[config.mk]
export PLATFORM = sky130hd
export DESIGN_NAME = dma_rd_tag_ctrl
export DESIGN_NICKNAME = d
export VERILOG_FILES = /design/src/rtl/dma_rd_tag_ctrl.sv
export SDC_FILE = /design/constraint.sdc
export NUM_CORES = 1
export LEC_CHECK = 0
export ABC_CLOCK_PERIOD_IN_PS = 11900
export CAP_MARGIN = 10
export CORE_MARGIN = 2
export CORE_UTILIZATION = 51
export CTS_CLUSTER_DIAMETER = 80
export DETAILED_ROUTE_END_ITERATION = 6
export PLACE_DENSITY = 0.78
export SLEW_MARGIN = 20
export SYNTH_ARGS = -nofsm -noshare
export SYNTH_HDL_FRONTEND = slang
export SYNTH_SLANG_ARGS = --single-unit
[constraint.sdc]
create_clock -name clk -period 11.9 [get_ports clk]
set_clock_uncertainty 0.2 [all_clocks]
set_input_delay 2.38 -clock clk [delete_from_list [all_inputs] [get_ports clk]]
set_output_delay 2.38 -clock clk [all_outputs]
set_load 0.02 [all_outputs]
[src/rtl/dma_rd_tag_ctrl.sv]
`default_nettype none
// ============================================================================
// Module      : dma_rd_tag_ctrl
// Description : DMA read scheduler. Splits host read commands into memory-read
//               requests that never cross a MAX_RD_DW-dword boundary, allocates
//               one of 32 completion tags per request, tracks completion per
//               tag and streams each tag's buffered data out of the RX
//               completion RAM in issue order through a 2-entry skid FIFO.
// Revision    : 1.0 - initial release
// ============================================================================
module dma_rd_tag_ctrl #(
  parameter int MAX_RD_DW = 128,
  parameter int TAG_NUM   = 32
) (
  input  logic         clk,
  input  logic         rst,
  input  logic         cmd_valid,
  output logic         cmd_ready,
  input  logic [63:0]  cmd_addr,
  input  logic [15:0]  cmd_len_dw,
  output logic         req_valid,
  input  logic         req_ready,
  output logic [63:0]  req_addr,
  output logic [10:0]  req_len,
  output logic [4:0]   req_tag,
  input  logic         tag_rc_done,
  input  logic [4:0]   tag_rc_number,
  output logic         ram_rd_en,
  output logic [12:0]  ram_rd_addr,
  input  logic [127:0] ram_rd_data,
  output logic         out_valid,
  input  logic         out_ready,
  output logic [127:0] out_data,
  output logic [3:0]   out_keep,
  output logic         out_last,
  output logic         busy
);
  localparam int LOG_MAX = $clog2(MAX_RD_DW);

  typedef enum logic [0:0] {S_IDLE = 1'b0, S_ISSUE = 1'b1} req_state_t;
  typedef enum logic [0:0] {R_IDLE = 1'b0, R_READ = 1'b1} rd_state_t;

  req_state_t         req_state_q;
  rd_state_t          rd_state_q;
  logic [63:0]        addr_q;
  logic [15:0]        rem_q;
  // Pointers carry one extra bit so their difference is the outstanding count.
  logic [5:0]         alloc_ptr_q, retire_ptr_q;
  logic [LOG_MAX:0]   tag_len_q [32];
  logic [31:0]        tag_last_q;
  logic [31:0]        valid_q, valid_d;
  logic [31:0]        done_q, done_d;
  logic [4:0]         row_q;
  logic [132:0]       fifo_q [2];
  logic               fifo_rd_q, fifo_wr_q;
  logic [1:0]         fifo_cnt_q;
  logic               inflight_q, inflight_last_q;
  logic [3:0]         inflight_keep_q;

  logic [5:0]         w_outstanding;
  logic [LOG_MAX-1:0] w_off;
  logic [10:0]        w_room, w_len;
  logic               w_req_fire;
  logic [4:0]         w_rtag;
  logic [LOG_MAX:0]   w_rlen;
  logic [4:0]         w_last_row;
  logic               w_row_last, w_retire, w_space;
  logic [3:0]         w_rd_keep;
  logic               w_rd_last;
  logic               w_sel_in, w_push, w_pop;

  // Request sizing: clip to the remaining length and to the next boundary.
  always_comb begin
    w_outstanding = alloc_ptr_q - retire_ptr_q;
    w_off         = addr_q[LOG_MAX+1:2];
    w_room        = 11'(MAX_RD_DW) - 11'(w_off);
    w_len         = (rem_q < 16'(w_room)) ? rem_q[10:0] : w_room;
  end

  assign cmd_ready  = (req_state_q == S_IDLE);
  assign req_valid  = (req_state_q == S_ISSUE) && (w_outstanding < 6'(TAG_NUM));
  assign req_addr   = addr_q;
  assign req_len    = w_len;
  assign req_tag    = alloc_ptr_q[4:0];
  assign w_req_fire = req_valid && req_ready;

  // Request FSM: latch a command, then issue boundary-aligned requests.
  always_ff @(posedge clk) begin
    if (rst) begin
      req_state_q <= S_IDLE;
      addr_q      <= '0;
      rem_q       <= '0;
      alloc_ptr_q <= '0;
      tag_last_q  <= '0;
      for (int i = 0; i < 32; i++) tag_len_q[i] <= '0;
    end else begin
      case (req_state_q)
        S_IDLE: begin
          if (cmd_valid) begin
            addr_q      <= cmd_addr & ~64'h3;
            rem_q       <= (cmd_len_dw == 16'd0) ? 16'd1 : cmd_len_dw;
            req_state_q <= S_ISSUE;
          end
        end
        S_ISSUE: begin
          if (w_req_fire) begin
            addr_q                       <= addr_q + {51'd0, w_len, 2'b00};
            rem_q                        <= rem_q - 16'(w_len);
            tag_len_q[alloc_ptr_q[4:0]]  <= w_len[LOG_MAX:0];
            tag_last_q[alloc_ptr_q[4:0]] <= (rem_q == 16'(w_len));
            alloc_ptr_q                  <= alloc_ptr_q + 6'd1;
            if (rem_q == 16'(w_len)) req_state_q <= S_IDLE;
          end
        end
        default: req_state_q <= S_IDLE;
      endcase
    end
  end

  // Readout row bookkeeping for the tag at the head of the issue order.
  always_comb begin
    w_rtag     = retire_ptr_q[4:0];
    w_rlen     = tag_len_q[w_rtag];
    w_last_row = 5'(((w_rlen + (LOG_MAX+1)'(3)) >> 2) - (LOG_MAX+1)'(1));
    w_row_last = (row_q == w_last_row);
    w_space    = ({1'b0, fifo_cnt_q} + {2'b00, inflight_q}) < 3'd2;
    ram_rd_en  = done_q[w_rtag] && w_space;
    w_retire   = ram_rd_en && w_row_last;
    w_rd_keep  = 4'b1111;
    w_rd_last  = 1'b0;
    if (w_row_last) begin
      case (w_rlen[1:0])
        2'd1:    w_rd_keep = 4'b0001;
        2'd2:    w_rd_keep = 4'b0011;
        2'd3:    w_rd_keep = 4'b0111;
        default: w_rd_keep = 4'b1111;
      endcase
      w_rd_last = tag_last_q[w_rtag];
    end
  end

  assign ram_rd_addr = {3'b000, w_rtag, row_q};

  // Outstanding and completed tag masks; a retire clears both bits.
  always_comb begin
    valid_d = valid_q;
    done_d  = done_q;
    if (w_req_fire) valid_d[alloc_ptr_q[4:0]] = 1'b1;
    if (tag_rc_done && valid_q[tag_rc_number]) done_d[tag_rc_number] = 1'b1;
    if (w_retire) begin
      valid_d[w_rtag] = 1'b0;
      done_d[w_rtag]  = 1'b0;
    end
  end

  // Tag state registers.
  always_ff @(posedge clk) begin
    if (rst) begin
      valid_q <= '0;
      done_q  <= '0;
    end else begin
      valid_q <= valid_d;
      done_q  <= done_d;
    end
  end

  // Readout FSM: walk the rows of the head tag, then retire it.
  always_ff @(posedge clk) begin
    if (rst) begin
      rd_state_q   <= R_IDLE;
      row_q        <= '0;
      retire_ptr_q <= '0;
    end else if (ram_rd_en) begin
      if (w_row_last) begin
        row_q        <= '0;
        retire_ptr_q <= retire_ptr_q + 6'd1;
        rd_state_q   <= R_IDLE;
      end else begin
        row_q      <= row_q + 5'd1;
        rd_state_q <= R_READ;
      end
    end
  end

  // Output path: RAM data is forwarded directly when the FIFO is empty.
  always_comb begin
    w_sel_in = (fifo_cnt_q == 2'd0) && inflight_q;
    w_pop    = (fifo_cnt_q != 2'd0) && out_ready;
    w_push   = inflight_q && !((fifo_cnt_q == 2'd0) && out_ready);
  end

  assign out_valid = (fifo_cnt_q != 2'd0) || inflight_q;
  assign {out_last, out_keep, out_data} =
      w_sel_in ? {inflight_last_q, inflight_keep_q, ram_rd_data} : fifo_q[fifo_rd_q];

  // Skid FIFO and in-flight read tracking.
  always_ff @(posedge clk) begin
    if (rst) begin
      fifo_q[0]       <= '0;
      fifo_q[1]       <= '0;
      fifo_rd_q       <= 1'b0;
      fifo_wr_q       <= 1'b0;
      fifo_cnt_q      <= '0;
      inflight_q      <= 1'b0;
      inflight_keep_q <= '0;
      inflight_last_q <= 1'b0;
    end else begin
      inflight_q      <= ram_rd_en;
      inflight_keep_q <= w_rd_keep;
      inflight_last_q <= w_rd_last;
      if (w_push) begin
        fifo_q[fifo_wr_q] <= {inflight_last_q, inflight_keep_q, ram_rd_data};
        fifo_wr_q         <= ~fifo_wr_q;
      end
      if (w_pop) fifo_rd_q <= ~fifo_rd_q;
      fifo_cnt_q <= fifo_cnt_q + {1'b0, w_push} - {1'b0, w_pop};
    end
  end

  assign busy = (req_state_q != S_IDLE) || (rd_state_q != R_IDLE) ||
                (w_outstanding != 6'd0) || (fifo_cnt_q != 2'd0) || inflight_q;

endmodule
`default_nettype wire

==> impl_metrics.json <==
{
  "status": "complete, no violations",
  "hold_violations": 0,
  "min_path_type": "flip-flop to flip-flop",
  "syn_to_final_growth_pct": 21.2,
  "ant_nets": 0,
  "totalWireLength_um": 101000,
  "worstSkewPairLatency_ns": 0.63,
  "setup_viol": 0,
  "hpwl_um": 67200,
  "core_sq_um": 67300,
  "top_layer": "met4",
  "critPathKind": "flip-flop to primary output",
  "dr_wl_met3_um": 10100,
  "clk_pin_slew_ns": 0.06,
  "place.gp.congestion": 0.890,
  "p_total_mw": 6.41,
  "slew_headroom_pct": 25.8,
  "netlist_instances": 3212,
  "num_rows": 95,
  "drt-initial-drc-count": 3153,
  "cts_buffer_depth": 3,
  "post_cts_buffers": 0,
  "grt_max_degree": 134,
  "synth-simple-area-share_pct": 17.1,
  "pwr-share-clk_pct": 35.1,
  "routedWlPerCell_um": 22.6,
  "antenna_found_initial": 8,
  "worstPathMaxFanout": 34,
  "ff2ff_path_depth": 26,
  "dieArea_sq_um": 70100,
  "r2r_slack_ns": 4.35,
  "p_sw_mw": 1.88,
  "fin_tns_setup_ns": 0,
  "vias": 27300,
  "postSynthAreaPerCell_sq_um": 10.8,
  "final_cells": 4477,
  "final-max-slew-violation-count": 0,
  "ctsHoldBuffers": 0,
  "end_kind": "primary output",
  "wl_met2_um": 47700,
  "cts.sinks": 699,
  "fp.dieH_um": 265,
  "seq_power_share_pct": 43.6,
  "synth_top_family_by_area": "simple AND/OR/NAND/NOR gates",
  "ir_worst_vdd_mv": 0.156,
  "synth_seq_cells": 699,
  "crit_path_start": "req_addr[2]",
  "synth_cell_types": 75,
  "m1WireLength_um": 39600,
  "async_reset_ff_share_pct": 0,
  "rsz0062_at_grt": "false",
  "synth_xor_area_share_pct": 0.733,
  "grt_pass1_wl_um": 153000,
  "p_int_mw": 4.52,
  "cts_made_buffers": 75,
  "dp_cells": 4332,
  "tightest_slew_ns": 1.11,
  "drc_errors": 0,
  "floorplan.die.width_um": 265,
  "drive_above_1_share_pct": 7.87,
  "comb_power_share_pct": 21.3,
  "switching_share_pct": 29.4,
  "synthAdderAreaFrac_pct": 1.83,
  "numPortBuffers": 439,
  "grt_overflow": 0,
  "nets": 3804,
  "yosys_warnings": 0,
  "finalCriticalPeriod_ns": 8.04,
  "grt_pass1_vias": 25600,
  "initial_utilization_pct": 51.5,
  "cts_tree": "done",
  "seq_area_frac_synth_pct": 54.5,
  "synth_edf_count": 490,
  "fin_crit_sh_pct": 67.5,
  "post_cts_resize_count": 0,
  "crit_path_end": "req_len[2]",
  "synth_mux_area_share_pct": 10.8,
  "cts.htree.levels": 3,
  "cts_root_buffer": "clkbuf_16",
  "first_pass_iters": 6,
  "r2r_start": "req_addr[2]",
  "p_per_area_nw_per_um2": 153,
  "drv_cap": 0,
  "avgViaCountPerCell": 6.09,
  "p_leak_nw": 14.4,
  "synth_flop_cell": "edfxtp_1",
  "max_freq_mhz": 124,
  "io_pins": 450,
  "synth_area_sq_um": 34700,
  "grt_usage_pct": 28.2,
  "synth_compound_area_share_pct": 10.9,
  "r2r-end": "req_addr[44]",
  "cp.required_ns": 9.32,
  "fillers": 5288,
  "startpoint_type": "flip-flop",
  "cp_data_arrival_time_ns": 5.46
}
registers in the layout, summed over array words and instances (netlist names), 2 cells and up, named ones only:
register and flops:
row_q 5, rem_q 16, inflight_keep_q 4, tag_len_q 224, fifo_cnt_q 2, done_q 32
alloc_ptr_q 6, tag_last_q 32, req_addr 62, valid_q 32, fifo_q 266, retire_ptr_q 6
per-layer routing:
metal / vias to the layer above / track usage (%)
met5: - / 0
met4: 0 / 10.3
met2: 1496 / 46.1
met1: 13200 / 37.3
li1: 12400 / -
met3: 232 / 5.66
worst max-delay path: stages (launching register included):
cell and delay [ns]:
dfxtp_1 0.54, inv_1 0.09, ha_1 0.34, inv_1 0.06, ha_1 0.27, a21o_1 0.15, a21o_1 0.17, a21o_1 0.17
a21o_1 0.17, a21o_1 0.18, a21o_1 0.19, a211oi_2 0.61, buf_4 0.33, mux2_2 0.79, inv_1 0.19, clkdlybuf4s50_1 0.59
layout make-up:
| type | count | area [sq um] | area share (%) |
|---|---|---|---|
| Tap cell | 873 | 1090 | 2.60 |
| Antenna cell | 7 | 17.5 | 0.0417 |
| Clock inverter | 37 | 308 | 0.733 |
| Inverter | 76 | 285 | 0.679 |
| Sequential cell | 699 | 18900 | 45.0 |
| Multi-Input combinational cell | 2191 | 14500 | 34.6 |
| Timing Repair Buffer | 493 | 4810 | 11.5 |
| Clock buffer | 101 | 2050 | 4.87 |
synth_stat cells, types with 68 or more instances:
| master | instances | share of area [%] |
|---|---|---|
| edfxtp_1 | 490 | 42 |
| nor2_1 | 343 | 3.7 |
| and2_1 | 279 | 5.0 |
| nand2_1 | 273 | 3.0 |
| o21ai_0 | 210 | 3.0 |
| dfxtp_1 | 209 | 12 |
| mux2i_1 | 201 | 5.8 |
| clkbuf_1 | 193 | 2.1 |
| a21oi_1 | 115 | 1.7 |
| inv_1 | 73 | 0.79 |
| nand3_1 | 69 | 1.0 |
| mux4_2 | 68 | 4.4 |
| nor3_1 | 68 | 0.98 |
placed cells by master, fill, tap and decap left out, drive strengths merged, types with 17 or more instances in the layout:
| master | instances |
|---|---|
| a211oi | 52 |
| buf | 55 |
| and3 | 34 |
| or3 | 19 |
| inv | 77 |
| a311oi | 64 |
| o21ai | 212 |
| nor2b | 19 |
| clkbuf | 101 |
| nor2 | 343 |
| mux4 | 68 |
| mux2 | 19 |
| nand2 | 273 |
| ha | 46 |
| clkdlybuf4s50 | 438 |
| o22ai | 31 |
| dfxtp | 209 |
| nand4 | 27 |
| mux2i | 201 |
| edfxtp | 490 |
| and2 | 282 |
| nand3 | 69 |
| nor4 | 19 |
| a31oi | 30 |
| a21o | 17 |
| a21oi | 115 |
| clkinv | 30 |
| nor3b | 19 |
| nor3 | 68 |
power by group through the flow:
| stage | logic, mW | clock network (mW) | registers, mW |
|---|---|---|---|
| global placement | 1.33 | 0 | 2.84 |
| global route | 1.44 | 2.37 | 2.80 |
| floorplan | 0.777 | 0 | 2.81 |
| finish | 1.36 | 2.25 | 2.79 |
| detailed placement | 1.35 | 0 | 2.84 |
| CTS | 1.35 | 2.27 | 2.79 |
how the worst min path moves through the flow:
stage               depth (start not counted)            from        endpoint  slack [ns]
CTS                                         2  tag_last_q[21]  tag_last_q[21]        0.26
detailed placement                          2  tag_last_q[21]  tag_last_q[21]        0.25
finish                                      2  tag_last_q[21]  tag_last_q[21]        0.27
global placement                            2  tag_last_q[21]  tag_last_q[21]        0.24
floorplan                                   2  tag_last_q[21]  tag_last_q[21]        0.23
global route                                2  tag_last_q[21]  tag_last_q[21]        0.28
cell families (layout without fill, tap and decap cells):
family	count (synthesis)	in the layout
compound gates	604	604
xor+xnor	29	29
fa+ha+maj	49	49
buf+inv	332	707
flops	699	699
mux	288	288
other cells	1	18
simple gates	1210	1210
through the flow:
stage,utilization (%),hold WS [ns],worst slack (ns),cell area (sq um)
floorplan,-,0.233,2.63,34700
global placement,58.9,0.242,4.50,39600
detailed placement,58.9,0.249,4.49,39600
CTS,62.4,0.257,3.84,42000
global route,62.4,0.278,3.63,42000
finish,62.4,0.267,3.86,42000
No activity file was read; power rests on OpenSTA's default activity.
